**config.mk**
```make
export PLATFORM = sky130hd
export DESIGN_NAME = pipe_cla_addsub
export DESIGN_NICKNAME = d
export VERILOG_FILES = /design/src/rtl/pipe_cla_addsub_pkg.sv /design/src/rtl/pipe_cla_addsub_cla_group4.sv /design/src/rtl/pipe_cla_addsub.sv
export SDC_FILE = /design/constraint.sdc
export NUM_CORES = 1
export LEC_CHECK = 0
export BUFFER_PORTS_ARGS = -buffer_cell sky130_fd_sc_hd__buf_2
export CORE_MARGIN = 1.5
export CORE_UTILIZATION = 60
export CTS_CLUSTER_SIZE = 40
export DETAILED_ROUTE_END_ITERATION = 10
export GPL_TIMING_DRIVEN = 1
export PLACE_DENSITY = 0.87
export SYNTH_ARGS = -nofsm -noshare
export SYNTH_HDL_FRONTEND = slang
export SYNTH_HIERARCHICAL = 1
export SYNTH_SLANG_ARGS = --single-unit
```
**constraint.sdc**
```tcl
create_clock -name clk -period 6 [get_ports clk]
set_input_delay 0.3 -clock clk [delete_from_list [all_inputs] [get_ports clk]]
set_output_delay 0.3 -clock clk [all_outputs]
set_load 0.005 [all_outputs]
```
**src/rtl/pipe_cla_addsub_pkg.sv**
```systemverilog
// rtl/pipe_cla_addsub_pkg.sv - shared op encodings, group width and carry-in helper for pipe_cla_addsub
package pipe_cla_addsub_pkg;

    localparam int GROUP_W = 4;

    localparam logic [1:0] OP_ADD  = 2'b00;
    localparam logic [1:0] OP_SUB  = 2'b01;
    localparam logic [1:0] OP_ADDS = 2'b10;
    localparam logic [1:0] OP_SUBS = 2'b11;

    // Subtracts add ~b + 1; only plain ADD honours the external carry-in.
    function automatic logic eff_cin(input logic [1:0] op, input logic cin);
        case (op)
            OP_ADD:  return cin;
            OP_ADDS: return 1'b0;
            default: return 1'b1;
        endcase
    endfunction

endpackage

```
**src/rtl/pipe_cla_addsub_cla_group4.sv**
```systemverilog
// rtl/pipe_cla_addsub_cla_group4.sv - 4-bit carry-lookahead group (a, b, cin -> s, pp, gg)
// Ports: a, b   group operand bits
//        cin    carry into bit 0
//        s      group sum
//        pp, gg group propagate / generate (independent of cin)
module cla_group4
    import pipe_cla_addsub_pkg::*;
(
    input  logic [GROUP_W-1:0] a,
    input  logic [GROUP_W-1:0] b,
    input  logic               cin,
    output logic [GROUP_W-1:0] s,
    output logic               pp,
    output logic               gg
);

    logic [GROUP_W-1:0] p;
    logic [GROUP_W-1:0] g;
    logic [GROUP_W-1:0] c;

    assign p = a ^ b;
    assign g = a & b;

    assign c[0] = cin;
    assign c[1] = g[0] | (p[0] & cin);
    assign c[2] = g[1] | (p[1] & g[0]) | (p[1] & p[0] & cin);
    assign c[3] = g[2] | (p[2] & g[1]) | (p[2] & p[1] & g[0]) | (p[2] & p[1] & p[0] & cin);

    assign s  = p ^ c;
    assign pp = &p;
    assign gg = g[3] | (p[3] & g[2]) | (p[3] & p[2] & g[1]) | (p[3] & p[2] & p[1] & g[0]);

endmodule

```
**src/rtl/pipe_cla_addsub.sv**
```systemverilog
// rtl/pipe_cla_addsub.sv - pipelined carry-lookahead add/sub with signed saturation and NZVC flags
// Ports: clk, rst (async, active-high)
//        in_valid/in_ready, in_a, in_b, in_cin, in_op (00 ADD, 01 SUB, 10 ADDS, 11 SUBS)
//        out_valid/out_ready, out_s, out_n, out_z, out_v, out_c
module pipe_cla_addsub
    import pipe_cla_addsub_pkg::*;
#(
    parameter int WIDTH            = 16,
    parameter int GROUPS_PER_STAGE = 2
) (
    input  logic             clk,
    input  logic             rst,
    input  logic             in_valid,
    output logic             in_ready,
    input  logic [WIDTH-1:0] in_a,
    input  logic [WIDTH-1:0] in_b,
    input  logic             in_cin,
    input  logic [1:0]       in_op,
    output logic             out_valid,
    input  logic             out_ready,
    output logic [WIDTH-1:0] out_s,
    output logic             out_n,
    output logic             out_z,
    output logic             out_v,
    output logic             out_c
);

    localparam int SW     = GROUP_W * GROUPS_PER_STAGE;
    localparam int STAGES = WIDTH / SW;

    if ((WIDTH % SW) != 0 || WIDTH < SW) begin : g_bad_width
        $error("pipe_cla_addsub: WIDTH must be a non-zero multiple of 4*GROUPS_PER_STAGE");
    end

    // Single global stall: every register moves together or holds together.
    logic advance;
    assign advance  = !out_valid || out_ready;
    assign in_ready = advance;

    for (genvar k = 0; k < STAGES; k++) begin : g_st
        localparam int LO = k * SW;      // first result bit produced by this stage
        localparam int RW = WIDTH - LO;  // operand bits still pending at this stage

        logic                        vi;
        logic                        sati;
        logic                        ci;
        logic [RW-1:0]               ai;
        logic [RW-1:0]               bi;
        logic [LO+SW-1:0]            so;
        logic [SW-1:0]               gs;
        logic [GROUPS_PER_STAGE:0]   gc;
        logic [GROUPS_PER_STAGE-1:0] gp;
        logic [GROUPS_PER_STAGE-1:0] gg;
        logic                        acc;
        logic                        prop;

        // Stage 0 takes the port operands (B already inverted for subtracts);
        // later stages take the skewed upper bits from the previous register.
        if (k == 0) begin : g_in
            assign vi   = in_valid;
            assign sati = in_op[1];
            assign ci   = eff_cin(in_op, in_cin);
            assign ai   = in_a;
            assign bi   = in_op[0] ? ~in_b : in_b;
            assign so   = gs;
        end else begin : g_in
            assign vi   = g_st[k-1].g_reg.v_q;
            assign sati = g_st[k-1].g_reg.sat_q;
            assign ci   = g_st[k-1].g_reg.c_q;
            assign ai   = g_st[k-1].g_reg.a_q;
            assign bi   = g_st[k-1].g_reg.b_q;
            assign so   = {gs, g_st[k-1].g_reg.s_q};
        end

        // Group-level lookahead: each carry is a sum of products of the
        // group generates/propagates and the stage carry-in.
        always_comb begin
            gc    = '0;
            acc   = 1'b0;
            prop  = 1'b0;
            gc[0] = ci;
            for (int g = 0; g < GROUPS_PER_STAGE; g++) begin
                acc  = gg[g];
                prop = gp[g];
                for (int j = g - 1; j >= 0; j--) begin
                    acc  = acc | (prop & gg[j]);
                    prop = prop & gp[j];
                end
                gc[g+1] = acc | (prop & ci);
            end
        end

        for (genvar g = 0; g < GROUPS_PER_STAGE; g++) begin : g_grp
            cla_group4 u_grp (
                .a   (ai[g*GROUP_W +: GROUP_W]),
                .b   (bi[g*GROUP_W +: GROUP_W]),
                .cin (gc[g]),
                .s   (gs[g*GROUP_W +: GROUP_W]),
                .pp  (gp[g]),
                .gg  (gg[g])
            );
        end

        if (k < STAGES - 1) begin : g_reg
            logic             v_q;
            logic             sat_q;
            logic             c_q;
            logic [LO+SW-1:0] s_q;
            logic [RW-SW-1:0] a_q;
            logic [RW-SW-1:0] b_q;

            always_ff @(posedge clk or posedge rst) begin
                if (rst) begin
                    v_q   <= 1'b0;
                    sat_q <= 1'b0;
                    c_q   <= 1'b0;
                    s_q   <= '0;
                    a_q   <= '0;
                    b_q   <= '0;
                end else if (advance) begin
                    v_q   <= vi;
                    sat_q <= sati;
                    c_q   <= gc[GROUPS_PER_STAGE];
                    s_q   <= so;
                    a_q   <= ai[RW-1:SW];
                    b_q   <= bi[RW-1:SW];
                end
            end
        end else begin : g_out
            logic [WIDTH-1:0] s_raw;
            logic [WIDTH-1:0] s_fin;
            logic             a_sign;
            logic             b_sign;
            logic             c_out;
            logic             v_raw;

            assign s_raw  = so;
            assign a_sign = ai[RW-1];
            assign b_sign = bi[RW-1];
            assign c_out  = gc[GROUPS_PER_STAGE];
            // Carry into the MSB is recovered from the MSB sum bit.
            assign v_raw  = (s_raw[WIDTH-1] ^ a_sign ^ b_sign) ^ c_out;

            always_comb begin
                s_fin = s_raw;
                if (sati && v_raw) begin
                    s_fin = a_sign ? {1'b1, {(WIDTH-1){1'b0}}} : {1'b0, {(WIDTH-1){1'b1}}};
                end
            end

            always_ff @(posedge clk or posedge rst) begin
                if (rst) begin
                    out_valid <= 1'b0;
                    out_s     <= '0;
                    out_n     <= 1'b0;
                    out_z     <= 1'b0;
                    out_v     <= 1'b0;
                    out_c     <= 1'b0;
                end else if (advance) begin
                    out_valid <= vi;
                    out_s     <= s_fin;
                    out_n     <= s_fin[WIDTH-1];
                    out_z     <= (s_fin == '0);
                    out_v     <= v_raw;
                    out_c     <= c_out;
                end
            end
        end
    end

endmodule
```
* Word-level counts from Yosys, hierarchy flattened *
Cells that the tools add are included.
W data, S select, Z words.

word-level totals
  word-level logic and storage cells = 148
  bits in latches = 0
  input port bits = 39
  output and inout bits = 22
  bits in read-only memories = 0
  bits in registers = 48
  RAM bits = 0
  memories = 0

cells by class
  multipliers = 0
  divide/modulo/power cells = 0
  multiplexer cells = 4
  bitwise operators = 122
  eq/ne operators = 1
  add/subtract/negate cells = 0
  shifts and indexed selects = 0
  reductions and logical operators = 9
  magnitude comparators = 0

operator list
  kind                  count
  $and A1 B1 Y1         64
  $mux W16              3
  $or A1 B1 Y1          42
  $xor A4 B4 Y4         8
  $and A4 B4 Y4         4
  $logic_not A16 Y1     1
  $not A16 Y16          1
  $reduce_and A4 Y1     4
  $xor A1 B1 Y1         3
  $eq A2 B2 Y1 const B  1
  $logic_not A2 Y1      1
  $pmux W1 S2           1
  $logic_and A1 B1 Y1   1
  $logic_not A1 Y1      1
  $logic_or A1 B1 Y1    1

* Logic depth before layout (Yosys ltp) *
Gate-level depths: netlist (run 1).

  word-level depth = 15
  depth in mapped cells = 13
  gate-level depth less buffers = 12

* By module *
The synthesis (run 1) kept the hierarchy.

modules (own cells, without submodules)
  module           times used  area each (um2)  seq. area each (um2)  cells an instance
  pipe_cla_addsub  1           2388.5           1176.1                240
  cla_group4       4           182.7            0.0                   22

* Worst setup path after synthesis (run 1) *
OpenSTA, ideal clock, no wires.

  kind = register to register
  start point = register g_st[0].g_reg.a_q[2]
  end point = register out_z
  buffers on the path = 0
  library setup time = 0.090 ns
  cell stages (with the launch flop) = 13
  data required time = 5.910 ns
  path slack = 3.040 ns
  period minus slack after synthesis = 2.960 ns
  arrival = 2.870 ns
  cell sequence = dfrtp_1 ha_1 a21oi_1 nand2_1 a21o_1 a21o_1 nand4_1 nand3_1 xor2_1 xor3_1 and3_4 o21a_4 o31ai_4

on the way
  cells in the longest elaborated chain, start to end = 15
  elaborated cells on any way between the ends = 40
  classes of those cells = mux: 1; bitwise: 36; reduce/logical: 3

ends and longest elaborated chain
  element                                                            RTL line                                                            RTL
  start, declared                                                    pipe_cla_addsub.sv:109                                              logic [RW-SW-1:0] a_q;
  start signal, assigned                                             pipe_cla_addsub.sv:125                                              a_q <= ai[RW-1:SW];
  $and A4 B4 Y4 / $xor A4 B4 Y4 (equally long branches)              pipe_cla_addsub_cla_group4.sv:22, pipe_cla_addsub_cla_group4.sv:21
  $and A1 B1 Y1                                                      pipe_cla_addsub_cla_group4.sv:31                                    assign gg = g[3] | (p[3] & g[2]) | (p[3] & p[2] & g[1]) | (p[3] & p[2] & p[1] & g[0]);
  $or A1 B1 Y1 / $and A1 B1 Y1 (equally long branches) (2 in a row)  pipe_cla_addsub_cla_group4.sv:31
  $or A1 B1 Y1 *                                                     pipe_cla_addsub_cla_group4.sv:31
  named net g_st[1].gg[0]                                            pipe_cla_addsub.sv:53                                               logic [GROUPS_PER_STAGE-1:0] gg;
  $or A1 B1 Y1 *                                                     pipe_cla_addsub.sv:89                                               gc[g+1] = acc | (prop & ci);
  named net g_st[1].gc[1]                                            pipe_cla_addsub.sv:51                                               logic [GROUPS_PER_STAGE:0] gc;
  $and A1 B1 Y1 *                                                    pipe_cla_addsub_cla_group4.sv:27                                    assign c[3] = g[2] | (p[2] & g[1]) | (p[2] & p[1] & g[0]) | (p[2] & p[1] & p[0] & cin);
  $or A1 B1 Y1 *                                                     pipe_cla_addsub_cla_group4.sv:27
  $xor A4 B4 Y4 *                                                    pipe_cla_addsub_cla_group4.sv:29                                    assign s = p ^ c;
  named net g_st[1].g_out.s_raw[15]                                  pipe_cla_addsub.sv:130                                              logic [WIDTH-1:0] s_raw;
  $xor A1 B1 Y1 (3 in a row)                                         pipe_cla_addsub.sv:142                                              assign v_raw = (s_raw[WIDTH-1] ^ a_sign ^ b_sign) ^ c_out;
  $logic_and A1 B1 Y1                                                pipe_cla_addsub.sv:146                                              if (sati && v_raw) begin
  $mux W16 *                                                         pipe_cla_addsub.sv:146
  $logic_not A16 Y1 *                                                pipe_cla_addsub.sv:163                                              out_z <= (s_fin == '0);
  end signal, assigned                                               pipe_cla_addsub.sv:163
  end, declared                                                      pipe_cla_addsub.sv:23                                               output logic out_z,

The timed path passes the listed nets; every way through them passes the cells marked *.
A chain may end at the register's enable or synchronous reset.

* Worst setup path after layout (run 1) *
  start point = register g_st[0].g_reg.a_q[2]
  end point = register out_s[7]

on the way
  cells in the longest elaborated chain, start to end = 14
  elaborated cells on any way between the ends = 26
  classes of those cells = mux: 1; bitwise: 23; reduce/logical: 2

ends and longest elaborated chain
  element                                                            RTL line                                                            RTL
  $and A4 B4 Y4 / $xor A4 B4 Y4 (equally long branches)              pipe_cla_addsub_cla_group4.sv:22, pipe_cla_addsub_cla_group4.sv:21
  $and A1 B1 Y1                                                      pipe_cla_addsub_cla_group4.sv:31
  $or A1 B1 Y1 / $and A1 B1 Y1 (equally long branches) (2 in a row)  pipe_cla_addsub_cla_group4.sv:31
  $or A1 B1 Y1 *                                                     pipe_cla_addsub_cla_group4.sv:31
  named net g_st[1].gg[0]                                            pipe_cla_addsub.sv:53
  $or A1 B1 Y1 *                                                     pipe_cla_addsub.sv:89
  named net g_st[1].gc[1]                                            pipe_cla_addsub.sv:51
  $and A1 B1 Y1 *                                                    pipe_cla_addsub_cla_group4.sv:27
  $or A1 B1 Y1 *                                                     pipe_cla_addsub_cla_group4.sv:27
  $xor A4 B4 Y4 *                                                    pipe_cla_addsub_cla_group4.sv:29
  named net g_st[1].g_out.s_raw[15]                                  pipe_cla_addsub.sv:130
  $xor A1 B1 Y1 * (3 in a row)                                       pipe_cla_addsub.sv:142
  $logic_and A1 B1 Y1 *                                              pipe_cla_addsub.sv:146
  $mux W16 *                                                         pipe_cla_addsub.sv:146
  end signal, assigned                                               pipe_cla_addsub.sv:161                                              out_s <= s_fin;
  end, declared                                                      pipe_cla_addsub.sv:21                                               output logic [WIDTH-1:0] out_s,

Marked as above.

==> summary.md, run 1 <==
| Metric | Value |
|---|---|
| Yosys top cell by area | dfrtp_1 |
| Synthesized area | 3120 sq um |
| Routed len/inst | 14.4 um |
| Critical path's slowest cell | a2111oi_4 |
| Longest Clk Path Bufs | 2 |
| Synthesized net count | 391 |
| Skew final | 0.00475 ns |
| Status | completed |
| Nets | 447 |
| Final Non-Filler Cells | 455 |
| Max Cap Viol | 0 |
| Global-route wire length before repair | 11,200 um |
| Worst-path maximum fanout | 8 |
| Top post-synthesis cells by area | dfrtp_1, nand2_1, ha_1, xnor2_1, a2bb2oi_2 |
| Synth warn | 6 |
| DR vias/cell | 5.49 |
| Final Critical Period | 3.39 ns |
| Endpoints failing setup | 0 |
| Hpwl dp | 4780 um |
| Vias in the first global route | 2,457 |
| Root Buffer | clkbuf_8 |
| Share of layout cells above drive strength 1 | 25.5% |
| DIE WIDTH | 75.1 um |
| Worst hold path type | in2async |
| CP Data Arrival Time | 3.62 ns |
| Grt total ovfl | 0 |
| Worst setup EP type | register |
| Area growth from synthesis to layout | 13.3% |
| Drt pass-1 iters | 4 |
| Crit Path Category | reg2reg |
| Final Hold Viols | 0 |
| RSZ-0062 raised after global routing | false |
| Fill count | 406 |
| Initial antenna violation count | 0 |
| CTS tree | done |
| Clk_lat worst skew | 0.30 ns |
| DRT antenna net count | 0 |
| Crit path launch type | register |
| PD cells | 363 nW/um^2 |
| Synthesized flop and latch total | 47 |
| Post-CTS sizing | 0 |
| Starting density of the core | 61.5% |
| Slew Viols, Final | 0 |
| Worst Path Required | 6.23 ns |
| Syn Inst Count | 328 |
| TNS Setup | 0 ns |
| Library cells used by synthesis | 46 |
| IO Port Bufs | 60 |
| Crit path buf inv count | 0 |
| Clock sink count | 47 |
| Tcrit/Tclk final | 56.5% |
| Core area | 5070 sq um |
| Syn_area_per_cell | 9.51 sq um |
| 1st-iter DRT viols | 175 |
| Die ar. | 5640 sq um |
| Worst-path clk slew | 0.08 ns |
| Pin count of the biggest net entering global routing | 62 |
| Total Routing Usage GR | 26.0% |
| Critical-path cell list | ha_1, a21oi_1, nand2_1, a21o_1, a21o_1, nand4_1, nand3_1, xor2_1, xnor2_1, a2111oi_4, o31ai_1, o21ai_1 |
| TritonCTS buffer count | 5 |
| Max Fclk | 295 MHz |
| Crit-path max cell delay | 0.62 ns |
| Vias | 2,497 |
| Most frequent cells in the layout | nand2_1, buf_2, dfrtp_1, ha_1 |
| Row cnt | 26 |
| Synth top area share | 37.7% |
| # Post-CTS Setup Buffers | 0 |
| GPL Wtd Cong | 0.851 |
| CP dominant cell by count | a21o_1 |
| Relative slew slack | 35.5% |
| Routed WL | 6560 um |
| Top delay family on crit path | compound AO/OA/AOI/OAI gates |
| Placed cells | 447 |
| Die Y | 75.1 um |
| Pleak | 1.76 nW |
| DRC viols | 0 |
| # hold bufs at CTS | 0 |
| H-tree depth | 2 |
| Commonest non-fill, non-tap cell in the layout | nand2_1 |
| Num ports | 61 |
| Number of diodes | 0 |
| VDD IR-drop max | 0.146 mV |
| Slew @ Worst Pin | 0.967 ns |
| Sequential-to-total area share from yosys stat | 37.7% |
where the power goes:
part | internal (mW) | switching, mW
Sequential | 0.415 | 0.0730
Clock | 0.0819 | 0.102
Combinational | 0.273 | 0.337
Total | 0.769 | 0.512
final cells by class:
class	count	area, sq um	area share (%)
multi-input cells	251	1820	51.4
flip-flops and latches	47	1180	33.3
repair buffers	60	300	8.50
well taps	70	87.6	2.48
clock buffers	7	76.3	2.16
inverters	19	71.3	2.02
clock inverters	1	5.00	0.142
per-layer routing:
| metal | share of wire [%] | track usage [%] | vias to the layer above |
|---|---|---|---|
| met5 | 0 | 0 | - |
| met4 | 2.3 | 10.9 | 0 |
| met3 | 4.7 | 3.88 | 16 |
| met2 | 50 | 44.2 | 82 |
| met1 | 43 | 33.0 | 1182 |
| li1 | - | - | 1217 |
sequential cells by signal, indices dropped and copies added, names as in the netlist, 8 cells and up:
signal          count
g_st.g_reg.s_q      8
g_st.g_reg.b_q      8
g_st.g_reg.a_q      8
out_s              16
path summary, 6_finish.rpt:
path,from,to,slack [ns],depth (start not counted)
min reg2reg,g_st[0].g_reg.a_q[3]$_DFFE_PP0P_,g_st[0].g_reg.a_q[3]$_DFFE_PP0P_,0.49,2
max reg2reg,g_st[0].g_reg.a_q[2]$_DFFE_PP0P_,out_s[7]$_DFFE_PP0P_,2.61,12
min,rst,g_st[0].g_reg.a_q[5]$_DFFE_PP0P_,0.20,2
max in group asynchronous,rst,g_st[0].g_reg.b_q[7]$_DFFE_PP0P_,5.18,2
max,g_st[0].g_reg.a_q[2]$_DFFE_PP0P_,out_s[7]$_DFFE_PP0P_,2.61,12
min in group clk,in_a[13],g_st[0].g_reg.a_q[5]$_DFFE_PP0P_,0.20,3
Yosys cell counts (all sizes together):
| library cell | n |
|---|---|
| nand2 | 75 |
| dfrtp | 47 |
| ha | 20 |
| inv | 19 |
| o21ai | 19 |
| xnor2 | 17 |
| xor2 | 13 |
| nor2 | 12 |
| a21o | 10 |
| a21oi | 10 |
| nand2b | 10 |
| nand3 | 10 |
| o31ai | 9 |
| a2bb2oi | 7 |
| and2 | 7 |
| clkbuf | 6 |
| buf | 5 |
| nand4 | 5 |
| and4 | 4 |
| fa | 4 |
| nor4 | 3 |
| a31oi | 2 |
| o21a | 2 |
| or2 | 2 |
| a2111oi | 1 |
| a211oi | 1 |
| a41oi | 1 |
| and2b | 1 |
| and3 | 1 |
| nor2b | 1 |
| nor3 | 1 |
| o22ai | 1 |
| or4 | 1 |
| xor3 | 1 |
through the flow:
step	setup slack, ns	util, %	hold slack, ns	instance area, sq um	power, mW
after floorplan	3.04	-	0.412	3120	0.919
after global placement	2.88	68.0	0.443	3450	1.06
after detailed placement	2.70	68.0	0.474	3450	1.10
after CTS	2.65	69.6	0.195	3530	1.28
after global routing	2.39	69.6	0.210	3530	1.38
final	2.61	69.6	0.196	3530	1.28
cell families after synthesis:
logic type	after synthesis	synth area share [%]
buf+inv	30	4.05
fa+ha+maj	24	10.6
xor+xnor	31	9.43
flops	47	37.7
compound gates	63	17.9
simple gates	133	20.4
Power figures use the tool's default switching activity.
==> run 2, diff against run 1 <==
CORE_UTILIZATION = 50   (was 60)
PLACE_DENSITY = 0.77   (was 0.87)
clock period = 2.8 ns   (was 6 ns; I/O delays follow)
==> summary.md, run 2 (same netlist as run 1, synthesis figures left out) <==
| Metric | Value |
|---|---|
| H-tree depth | 2 |
| Row cnt | 28 |
| Design area | 3850 sq um |
| Drt pass-1 iters | 4 |
| DP Area | 3600 sq um |
| # hold bufs at CTS | 0 |
| Failing checks | setup timing |
| GPL Wtd Cong | 0.828 |
| Critical path's slowest cell | dfrtp_1 |
| Worst Path Required | 3.03 ns |
| Global-route wire length before repair | 11,700 um |
| Max reg flops | 16 |
| Most frequent cells in the layout | nand2_1, buf_2, dfrtp_1, buf_4, ha_1 |
| Root Buffer | clkbuf_8 |
| DRC viols | 0 |
| Slew @ Worst Pin | 0.971 ns |
| Reg with most FFs | out_s |
| Final Critical Period | 2.95 ns |
| Grt total ovfl | 0 |
| Crit-path max cell delay | 0.42 ns |
| Longest Clk Path Bufs | 2 |
| Starting density of the core | 52.4% |
| VDD IR-drop max | 0.386 mV |
| Total power | 3.06 mW |
| Stages on worst setup path | 13 |
| CTS tree | done |
| Area growth from synthesis to layout | 23.4% |
| Worst-path maximum fanout | 5 |
| PD cells | 796 nW/um^2 |
| Routed len/inst | 14.9 um |
| Hpwl dp | 4980 um |
| Slew Viols, Final | 0 |
| Worst R2R Path Depth | 13 |
| TNS Setup | -2.21 ns |
| Status | complete, but fails checks |
| Share of layout cells above drive strength 1 | 32.6% |
| Crit Path Category | reg2reg |
| R2R Path Start | g_st[0].g_reg.b_q[2]$_DFFE_PP0P_ |
| RSZ-0062 raised after global routing | true |
| CP dominant cell by count | a21o_1 |
| CP Data Arrival Time | 3.18 ns |
| RR Endpoint | out_s[8]$_DFFE_PP0P_ |
| Top delay family on crit path | compound AO/OA/AOI/OAI gates |
| DRT antenna net count | 0 |
| 1st-iter DRT viols | 192 |
| PnR worst setup slack | -0.148 ns |
| Crit path to | out_s[8]$_DFFE_PP0P_ |
| Crit path launch type | register |
| IO Port Bufs | 60 |
| Initial antenna violation count | 0 |
| Die Y | 82.0 um |
| Crit path buf inv count | 1 |
| Worst-path clk slew | 0.09 ns |
| Worst hold path type | in2reg |
| Pin count of the biggest net entering global routing | 62 |
| Final Hold Viols | 0 |
| Num ports | 61 |
| Core area | 5960 sq um |
| Final Non-Filler Cells | 483 |
| Worst setup EP type | register |
| Clk_lat worst skew | 0.30 ns |
| TritonCTS buffer count | 5 |
| Clock sink count | 47 |
| Fill count | 494 |
| Relative slew slack | 35.2% |
| Place WS | -0.0880 ns |
| Vias in the first global route | 2,495 |
| Launch point of the worst path | g_st[0].g_reg.b_q[2]$_DFFE_PP0P_ |
| Number of diodes | 0 |
| Max Fclk | 339 MHz |
| Tcrit/Tclk final | 105% |
| R2R Setup Slk | -0.15 ns |
| Total Routing Usage GR | 22.9% |
| Pleak | 1.89 nW |
| Max Cap Viol | 0 |
| Critical-path cell list | ha_4, a21oi_2, nand2_1, a21o_1, a21o_1, buf_6, nand4_1, nand3_2, xor2_4, xor3_1, and3_4, o21a_2, o21ai_0 |
| Vias | 2,565 |
| DIE WIDTH | 82.0 um |
| Nets | 470 |
| Skew final | 0.00971 ns |
| Commonest non-fill, non-tap cell in the layout | nand2_1 |
| Final Util | 64.6% |
| Die ar. | 6720 sq um |
| Placed cells | 462 |
| Endpoints failing setup | 18 |
| Routed WL | 7210 um |
| Hold WS | 0.0315 ns |
| DR vias/cell | 5.31 |
-- run 2: cell count changes in the layout (fill, tap and decap cells not counted), moves of 2 or more --
cell / previous run / this run
buf_4: 0 / 19
ha_1: 20 / 17
ha_4: 0 / 3
buf_12: 0 / 2
inv_1: 17 / 15
inv_2: 2 / 4
nand3_1: 8 / 6
nand3_2: 2 / 4
o21ai_0: 13 / 11
o21ai_1: 5 / 7
xor2_4: 0 / 2
-- run 2: repair_timing --
action,in CTS,in global routing
gates cloned,0,1
gates resized for setup,8,4
pin swaps,17,11
endpoints found under the setup margin,16,18
buffers inserted,11,2
-- run 2: area by class of cell --
| type | instances | area [sq um] | area share [%] |
|---|---|---|---|
| inverters | 19 | 71.3 | 1.85 |
| flip-flops and latches | 47 | 1180 | 30.6 |
| multi-input cells | 252 | 1930 | 50.2 |
| clock inverters | 1 | 5.00 | 0.130 |
| repair buffers | 82 | 494 | 12.8 |
| well taps | 75 | 93.8 | 2.44 |
| clock buffers | 7 | 76.3 | 1.98 |
-- run 2: power breakdown --
group | internal, mW | leakage [nW] | switching, mW
Sequential | 0.889 | 0.559 | 0.167
Clock | 0.176 | 0.0422 | 0.223
Combinational | 0.790 | 1.29 | 0.819
-- run 2: how the worst min path moves through the flow --
stage               cells after the start     start  slack (ns)                               end
floorplan                               2  in_valid        0.25     g_st[0].g_reg.v_q$_DFFE_PP0P_
global placement                        3  in_a[14]        0.34  g_st[0].g_reg.a_q[6]$_DFFE_PP0P_
detailed placement                      3  in_a[14]        0.34  g_st[0].g_reg.a_q[6]$_DFFE_PP0P_
CTS                                     3  in_a[14]        0.02  g_st[0].g_reg.a_q[6]$_DFFE_PP0P_
global route                            3  in_valid        0.04     g_st[0].g_reg.v_q$_DFFE_PP0P_
finish                                  3  in_a[14]        0.03  g_st[0].g_reg.a_q[6]$_DFFE_PP0P_
-- run 2: tightest hold or removal path: stages --
cell and delay (ns):
buf_2 0.07, nand2_1 0.04, nand2_1 0.05
-- run 2: routing by layer --
layer	track usage, %	wire (um)
met1	28.6	3060
met2	39.5	3720
met3	3.67	279
met4	8.64	155
met5	0	0
